<file path="src/rtl/fifo_burst_source.sv">
// Burst traffic source for the valid/grant FIFO push port; MSB of push_data_o flags the last word.
// Define FIFO_SRC_LFSR_EN to advance the payload with a Galois LFSR instead of an incrementer.
module fifo_burst_source #(
  parameter int unsigned DATA_WIDTH = 32,
  parameter int unsigned MAX_BURST  = 16,
`ifdef FIFO_SRC_LFSR_EN
  parameter logic [31:0] LFSR_TAPS  = 32'h80200003,
`endif
  localparam int unsigned LW = $clog2(MAX_BURST) + 1
) (
  input  logic                  clk,
  input  logic                  rst_n,
  input  logic                  start_i,
  input  logic [LW-1:0]         burst_len_i,
  input  logic [7:0]            gap_i,
  input  logic [DATA_WIDTH-1:0] seed_i,
  output logic                  busy_o,
  output logic                  done_o,
  output logic                  push_valid_o,
  input  logic                  push_grant_i,
  output logic [DATA_WIDTH:0]   push_data_o,
  output logic [15:0]           sent_count_o
);

  typedef enum logic [1:0] {StIdle, StSend, StGap, StDone} state_e;

  state_e                state_q, state_d;
  logic [LW-1:0]         remaining_q, remaining_d;
  logic [7:0]            gap_reg_q, gap_reg_d;
  logic [7:0]            gap_cnt_q, gap_cnt_d;
  logic [DATA_WIDTH-1:0] payload_q, payload_d;
  logic [15:0]           sent_count_q, sent_count_d;

  logic                  len_ok;
  logic                  last_word;
  logic [DATA_WIDTH-1:0] seed_eff;
  logic [DATA_WIDTH-1:0] payload_next;

  assign len_ok    = (burst_len_i != '0) && (32'(burst_len_i) <= MAX_BURST);
  assign last_word = (remaining_q == LW'(1));

`ifdef FIFO_SRC_LFSR_EN
  localparam logic [DATA_WIDTH-1:0] Taps = DATA_WIDTH'(LFSR_TAPS);

  // A zero seed would lock the LFSR, so it is promoted to 1.
  assign seed_eff     = (seed_i == '0) ? DATA_WIDTH'(1) : seed_i;
  assign payload_next = payload_q[0] ? ((payload_q >> 1) ^ Taps) : (payload_q >> 1);
`else
  assign seed_eff     = seed_i;
  assign payload_next = payload_q + DATA_WIDTH'(1);
`endif

  always_comb begin
    state_d      = state_q;
    remaining_d  = remaining_q;
    gap_reg_d    = gap_reg_q;
    gap_cnt_d    = gap_cnt_q;
    payload_d    = payload_q;
    sent_count_d = sent_count_q;

    unique case (state_q)
      StIdle: begin
        if (start_i && len_ok) begin
          remaining_d = burst_len_i;
          gap_reg_d   = gap_i;
          payload_d   = seed_eff;
          state_d     = StSend;
        end
      end
      StSend: begin
        if (push_grant_i) begin
          remaining_d  = remaining_q - LW'(1);
          payload_d    = payload_next;
          sent_count_d = sent_count_q + 16'd1;
          if (last_word) begin
            state_d = StDone;
          end else if (gap_reg_q != 8'd0) begin
            state_d   = StGap;
            gap_cnt_d = gap_reg_q;
          end
        end
      end
      StGap: begin
        gap_cnt_d = gap_cnt_q - 8'd1;
        if (gap_cnt_q == 8'd1) begin
          state_d = StSend;
        end
      end
      StDone: begin
        state_d = StIdle;
      end
      default: begin
        state_d = StIdle;
      end
    endcase
  end

  always_ff @(posedge clk or negedge rst_n) begin
    if (!rst_n) begin
      state_q      <= StIdle;
      remaining_q  <= '0;
      gap_reg_q    <= '0;
      gap_cnt_q    <= '0;
      payload_q    <= '0;
      sent_count_q <= '0;
    end else begin
      state_q      <= state_d;
      remaining_q  <= remaining_d;
      gap_reg_q    <= gap_reg_d;
      gap_cnt_q    <= gap_cnt_d;
      payload_q    <= payload_d;
      sent_count_q <= sent_count_d;
    end
  end

  // Outputs decode from state only, so valid never sees the grant combinationally.
  assign push_valid_o = (state_q == StSend);
  assign push_data_o  = push_valid_o ? {last_word, payload_q} : '0;
  assign busy_o       = (state_q != StIdle);
  assign done_o       = (state_q == StDone);
  assign sent_count_o = sent_count_q;

endmodule

</file>
<file path="config.mk">
export PLATFORM = sky130hd
export DESIGN_NAME = fifo_burst_source
export DESIGN_NICKNAME = d
export VERILOG_FILES = /design/src/rtl/fifo_burst_source.sv
export SDC_FILE = /design/constraint.sdc
export NUM_CORES = 1
export LEC_CHECK = 0
export CELL_PAD_IN_SITES_DETAIL_PLACEMENT = 1
export CELL_PAD_IN_SITES_GLOBAL_PLACEMENT = 2
export CORE_ASPECT_RATIO = 0.8
export CORE_MARGIN = 4
export CORE_UTILIZATION = 27
export CTS_CLUSTER_SIZE = 40
export DETAILED_ROUTE_END_ITERATION = 6
export HOLD_SLACK_MARGIN = 0.1
export PLACE_DENSITY = 0.83
export REMOVE_ABC_BUFFERS = 1
export SLEW_MARGIN = 5
export SYNTH_ARGS = -nofsm -noshare
export SYNTH_HDL_FRONTEND = slang
export SYNTH_SLANG_ARGS = --single-unit
</file>
<file path="constraint.sdc">
create_clock -name clk -period 1.7 [get_ports clk]
set_input_delay 0.17 -clock clk [delete_from_list [all_inputs] [get_ports clk]]
set_output_delay 0.17 -clock clk [all_outputs]
set_load 0.05 [all_outputs]
</file>
==> flow_summary_export.csv, run 1 <==
group,metric,value,unit
run_status,outcome,"finished, violations left",
run_status,violations,"setup timing",
worst_setup_path,worstSetupEndpoint,"payload_q[17]",
route,drc,0,
yosys,yosysSeqAreaShare,42.1,%
die,die_y,120,um
cells_and_area,antennaDiodeCount,0,
yosys,ys_types,57,
timing,tightest_slew,456,ps
yosys,synth_area_per_cell,8.75,um^2
timing,rsz0062_at_grt,"true",
route,avgViaCountPerCell,5.23,
route,drt_iter0_drc,267,
worst_setup_path,worstPathCellList,"nand3_2 > buf_4 > nor3_1 > buf_4 > nand3_1 > a21oi_2 > o22a_1",
flow_run,max_cap_violations,0,
clocking,clock_path_buffers,2,
route,vias,4830,
grt,track_usage,19.5,%
die,die_w,148,um
worst_setup_path,start_kind,"flip-flop",
yosys,yosysMostFrequentCell,"dfrtp_1",
die,io-pin-count,101,
placed_design,dp_hpwl,11.1,mm
timing,skew,8.10,ps
pwr,powerDensity,2040,nW/um^2
yosys,async_reset_ff_share,100,%
timing,min_period,1940,ps
timing,fin_setup_tns,-5190,ps
placed_design,dpl_cell_area,6320,um^2
clocking,clockRootBuffer,"clkbuf_16",
yosys,ys.warnings.count,0,
cells_and_area,synthToLayoutAreaGrowth,93.6,%
timing,slew_violations,0,
worst_setup_path,worstSetupEndpointType,"flip-flop",
worst_setup_path,critPathMaxStageDelay,410,ps
yosys,synth_edf_count,0,
worst_setup_path,crit_fanout,8,
worst_setup_path,reg2reg_slack,-240,ps
cells_and_area,utilization,53.8,%
route,drt-pass1-iter-count,4,
timing,setup_viol,67,
route,postRouteAntennaNets,0,
worst_setup_path,crit_path_frequent_cell,"buf_4",
worst_setup_path,worstPathArrival,2230,ps
timing,fmax,515,MHz
die,initial_utilization,27.8,%
worst_setup_path,r2r_end,"payload_q[17]",
cells_and_area,drive_above_1_share,51.4,%
grt,grt_max_degree,34,
worst_setup_path,critPathBufInv,2,
placed_design,gp_congestion,0.822,
worst_setup_path,worstSetupPathType,"flip-flop to flip-flop",
worst_setup_path,critPathTopFamily,"simple AND/OR/NAND/NOR gates",
pwr,p_total,16.6,mW
grt,grt_overflow_total,0,
die,coreArea,15200,um^2
grt,antenna_found_initial,0,
cells_and_area,fin_area,8160,um^2
worst_setup_path,cp.required,1980,ps
yosys,yosys-top-cells-count,"dfrtp_1, a21oi_1, nand2_1",
worst_setup_path,rr_worst_depth,7,
yosys,synth_top_area_cell,"dfrtp_1",
route,post_drt_wl_per_cell,20.9,um
timing,hold_slack,290,ps
pwr,p_leak,3.52,nW
timing,slew-limit-headroom,69.4,%
die,dieArea,17700,um^2
yosys,synth_cells,482,
yosys,syn_area,4220,um^2
yosys,synth_area_leaders,"dfrtp_1, a21oi_1, and2_1",
worst_setup_path,r2r-start,"payload_q[5]",
timing,setup_ws,-242,ps
die,rows,40,
clocking,path_clk_slew,60,ps
grt,grt_pass1_vias,4988,
worst_setup_path,cp.depth,7,
clocking,htreeDepth,3,
placed_design,numPortBuffers,100,
hold_path,hold_class,"input port to asynchronous set/reset pin",
cells_and_area,nets,764,
yosys,synth_top_area_share,42.1,%
grt,grt_pass1_wl,27.4,mm
timing,finalHoldViolations,0,
route,wl,19.4,mm
yosys,ys_ff_latch,71,
worst_setup_path,crit_path_top_delay_cell,"dfrtp_1",
clocking,clk_latency,350,ps
clocking,cts_tree,"yes",
clocking,cts_sinks,71,
yosys,synthFlopType,"dfrtp_1",
timing,finalCritPeriodShare,114,%
clocking,cts_buffers,9,
pwr,ir_worst_vdd,813,uV
worst_setup_path,crit_start,"payload_q[5]",
==> report_power, final <==
group / switching [mW] / internal (mW) / total [mW]
Sequential: 0.775 / 2.40 / 3.18
Combinational: 5.78 / 5.59 / 11.4
Clock: 0.793 / 1.30 / 2.09
==> per-layer routing <==
layer | vias to the layer above | wire, um | track usage (%)
li1 | 2221 | - | -
met2 | 125 | 10100 | 33.1
met3 | 24 | 978 | 5.10
met5 | - | 0 | 0
met4 | 0 | 324 | 4.60
met1 | 2460 | 8000 | 24.8
==> worst min path at each step <==
stage | startpoint | endpoint | slack, ps | depth (start not counted)
2_1_floorplan | rst_n | gap_cnt_q[0] | -130 | 0
3_3_place_gp | rst_n | sent_count_o[13] | 110 | 1
3_5_place_dp | rst_n | sent_count_o[11] | 120 | 1
4_1_cts | rst_n | sent_count_o[5] | 290 | 2
5_1_grt | rst_n | sent_count_o[11] | 310 | 2
6_report | rst_n | sent_count_o[11] | 290 | 2
==> cells by family after synthesis <==
group | count (synthesis) | share of synthesized area (%)
AO/OA/AOI/OAI | 141 | 21.0
XOR/XNOR | 16 | 3.32
adder cells (fa/ha/maj) | 6 | 1.78
buffers and inverters | 47 | 4.33
flip-flops | 71 | 42.1
multiplexers | 13 | 3.32
AND/OR/NAND/NOR | 188 | 24.1
==> placed cells by master, fill, tap and decap left out, types with 6 or more instances in the layout <==
cell | Yosys | routed
buf_4 | 0 | 108
dfrtp_1 | 71 | 69
clkdlybuf4s50_1 | 0 | 44
buf_12 | 0 | 41
buf_6 | 0 | 29
nand2_1 | 42 | 28
nor2_1 | 36 | 26
and2_4 | 0 | 25
a21oi_2 | 1 | 23
a21oi_1 | 46 | 23
nand4_1 | 14 | 14
o21ai_0 | 29 | 13
o21ai_1 | 3 | 13
nand3_1 | 14 | 12
clkbuf_16 | 0 | 12
buf_8 | 0 | 12
xnor2_1 | 12 | 10
inv_1 | 17 | 8
mux2_2 | 8 | 8
nand2_4 | 0 | 7
o22a_1 | 7 | 7
nor3_1 | 12 | 7
o22ai_1 | 11 | 7
a31oi_1 | 8 | 6
o21ai_2 | 0 | 6
==> registers in the layout (all words and copies together) (netlist names) <==
name          cells
gap_cnt_q         8
gap_reg_q         8
payload_q        32
remaining_q       5
sent_count_o     16
state_q           2
==> what timing repair did <==
| item | CTS | global route |
|---|---|---|
| hold endpoints to repair | 26 | 0 |
| endpoints found under the setup margin | 73 | 92 |
| hold buffers | 1 | 0 |
| setup buffers | 26 | 30 |
| gates resized for setup | 125 | 131 |
| gates cloned | 7 | 5 |
| pin swaps | 35 | 50 |
==> per-stage QoR <==
stage	std cells	setup slack, ps
after floorplan	452	-1860
after global placement	849	-456
after detailed placement	849	-541
after CTS	896	-141
after global routing	924	-343
final	924	-242
==> layout make-up <==
type | instances | area (um^2)
clock buffer | 10 | 229
fill | 1629 | 7010
timing repair buffer | 245 | 2810
tap | 210 | 263
timing repair inverter | 1 | 8.76
sequential | 71 | 1780
inverter | 17 | 88.8
multi-input combinational | 364 | 2890
clock inverter | 6 | 93.8
No activity file was read; power rests on OpenSTA's default activity.
==> run 2, diff against run 1 <==
--- a/config.mk
+++ b/config.mk
@@ -8,7 +8,7 @@
 export CELL_PAD_IN_SITES_DETAIL_PLACEMENT = 1
 export CELL_PAD_IN_SITES_GLOBAL_PLACEMENT = 2
 export CORE_ASPECT_RATIO = 0.8
-export CORE_MARGIN = 4
+export CORE_MARGIN = 2
 export CORE_UTILIZATION = 27
 export CTS_CLUSTER_SIZE = 40
 export DETAILED_ROUTE_END_ITERATION = 6
==> run 2 against run 1 <==
Compared with the run above: the flow still finishes with violations (setup timing); critical path depth down 1; die area decreased by 6.0%; wire length grew 1.5%; sequential cell count unchanged; worst hold slack gained 40 ps; clock skew is 2.8 ps higher; sequential share of layout area rose by 0.27 points; critical path type is now flip-flop to primary output; critical endpoint is now push_data_o[27]; highest routed layer unchanged.
==> flow_summary_export.csv, run 2 (synthesis gave the netlist of run 1 again) <==
group,metric,value,unit
run_status,outcome,"finished, violations left",
run_status,violations,"setup timing",
die,rows,40,
timing,slew-limit-headroom,60.8,%
placed_design,numPortBuffers,100,
clocking,cts_sinks,71,
timing,rsz0062_at_grt,"true",
route,vias,4856,
route,drt_iter0_drc,233,
grt,grt_pass1_wl,28.2,mm
cells_and_area,max_flop_register,"payload_q",
placed_design,dpl_cell_area,6290,um^2
clocking,clk_latency,360,ps
flow_run,max_cap_violations,0,
cells_and_area,final_cell_count_no_fill,928,
clocking,cts_tree,"yes",
route,wl,19.6,mm
placed_design,dp_hpwl,10.8,mm
cells_and_area,antennaDiodeCount,0,
die,die_y,116,um
worst_setup_path,start_kind,"flip-flop",
cells_and_area,largest_register_ffs,32,
pwr,power_switching,7.31,mW
timing,min_period,1860,ps
pwr,p_leak,3.46,nW
route,drc,0,
worst_setup_path,worstPathArrival,1690,ps
placed_design,dp.cells,845,
cells_and_area,final_cell_mix,"buf_4, dfrtp_1, clkdlybuf4s50_1",
pwr,p_int,9.27,mW
timing,tightest_slew,583,ps
grt,grt_overflow_total,0,
route,avgViaCountPerCell,5.23,
worst_setup_path,crit_fanout,10,
die,die_w,144,um
cells_and_area,drive_above_1_share,49.7,%
clocking,clock_path_buffers,2,
pwr,swShare,44.1,%
worst_setup_path,worstSetupEndpointType,"primary output",
placed_design,gp_congestion,0.777,
timing,finalHoldViolations,0,
timing,finalCritPeriodShare,110,%
pwr,ir_worst_vdd,710,uV
pwr,power.share.clock,12.8,%
grt,track_usage,22.0,%
die,dieArea,16600,um^2
route,drt-pass1-iter-count,4,
cells_and_area,synthToLayoutAreaGrowth,91.0,%
pwr,p_comb_share,67.9,%
timing,fmax,537,MHz
clocking,path_clk_slew,60,ps
pwr,powerDensity,2060,nW/um^2
cells_and_area,nets,768,
cells_and_area,layout_commonest_cell,"buf_4",
timing,setup_ws,-162,ps
pwr,seqPwrFrac,19.3,%
grt,grt_pass1_vias,5151,
die,initial_utilization,27.8,%
timing,slew_violations,0,
timing,hold_slack,330,ps
clocking,clockRootBuffer,"clkbuf_16",
grt,grt_max_degree,41,
clocking,htreeDepth,3,
timing,skew,10.8,ps
grt,antenna_found_initial,0,
die,coreArea,15200,um^2
hold_path,hold_class,"input port to flip-flop",
die,io-pin-count,101,
route,postRouteAntennaNets,0,
worst_setup_path,cp.required,1530,ps
pwr,p_total,16.6,mW
worst_setup_path,worstSetupPathType,"flip-flop to primary output",
cells_and_area,fin_area,8050,um^2
route,post_drt_wl_per_cell,21.2,um
timing,setup_viol,68,
clocking,cts_buffers,9,
run 2: changes by cell type in the layout (fill, tap and decap cells not counted), sizes merged:
| cell | before | now |
|---|---|---|
| clkdlybuf4s15 | 0 | 1 |
| clkdlybuf4s50 | 44 | 43 |
| and2 | 30 | 33 |
| buf | 192 | 196 |
| inv | 18 | 16 |
| clkbuf | 13 | 12 |
run 2: final cells by class:
cell class              instances  area, um^2
fillers                      1643        7110
well taps                     210         263
flip-flops and latches         71        1780
clock buffers                  11         243
repair buffers                247        2750
inverters                      17        88.8
multi-input cells             367        2850
clock inverters                 5        81.3
run 2: metal layers:
layer | share of wire [%] | routed length, um | up-vias | global-route usage, %
met3 | 4.1 | 806 | 40 | 5.21
met1 | 42 | 8310 | 2463 | 27.4
li1 | - | - | 2216 | -
met2 | 51 | 10000 | 137 | 38.6
met4 | 2.5 | 484 | 0 | 5.82
met5 | 0 | 0 | - | 0
run 2: critical path, stage by stage, from the launching register on:
cell	delay [ps]
dfrtp_2	450
nand2b_4	210
clkinv_8	110
buf_12	160
and2_4	160
buf_6	110
buf_12	130
run 2: final timing paths:
path,startpoint,end,slack [ps],cells past startpoint
min reg2reg,sent_count_o[15],sent_count_o[15],480,1
max,state_q[1],push_data_o[27],-160,6
min,burst_len_i[2],remaining_q[2],330,3
max in group asynchronous,rst_n,payload_q[21],740,3
max reg2reg,state_q[0],payload_q[30],-160,7
min in group asynchronous,rst_n,sent_count_o[12],340,2
run 2: power groups by stage:
stage / registers [mW] / logic, mW / clock network [mW]
finish: 3.20 / 11.3 / 2.13
floorplan: 3.17 / 3.92 / 0
global route: 3.27 / 11.9 / 2.21
global placement: 3.00 / 7.66 / 0
CTS: 3.05 / 10.1 / 2.13
detailed placement: 3.05 / 7.89 / 0
run 2: stage by stage:
stage               setup TNS (ps)  util [%]  setup slack, ps
global placement            -18650      41.5             -497
finish                       -5040      53.1             -162
global route                 -9250      53.1             -259
CTS                          -2590      49.7             -136
floorplan                  -105640         -            -1860
detailed placement          -23720      41.5             -582
run 2: timing repair:
action / CTS / global route
pin swaps: 37 / 37
setup buffers: 34 / 28
gates cloned: 10 / 3
endpoints found under the hold margin: 39 / 0
hold buffers: 1 / 0
resized for setup: 133 / 96
endpoints found under the setup margin: 86 / 94
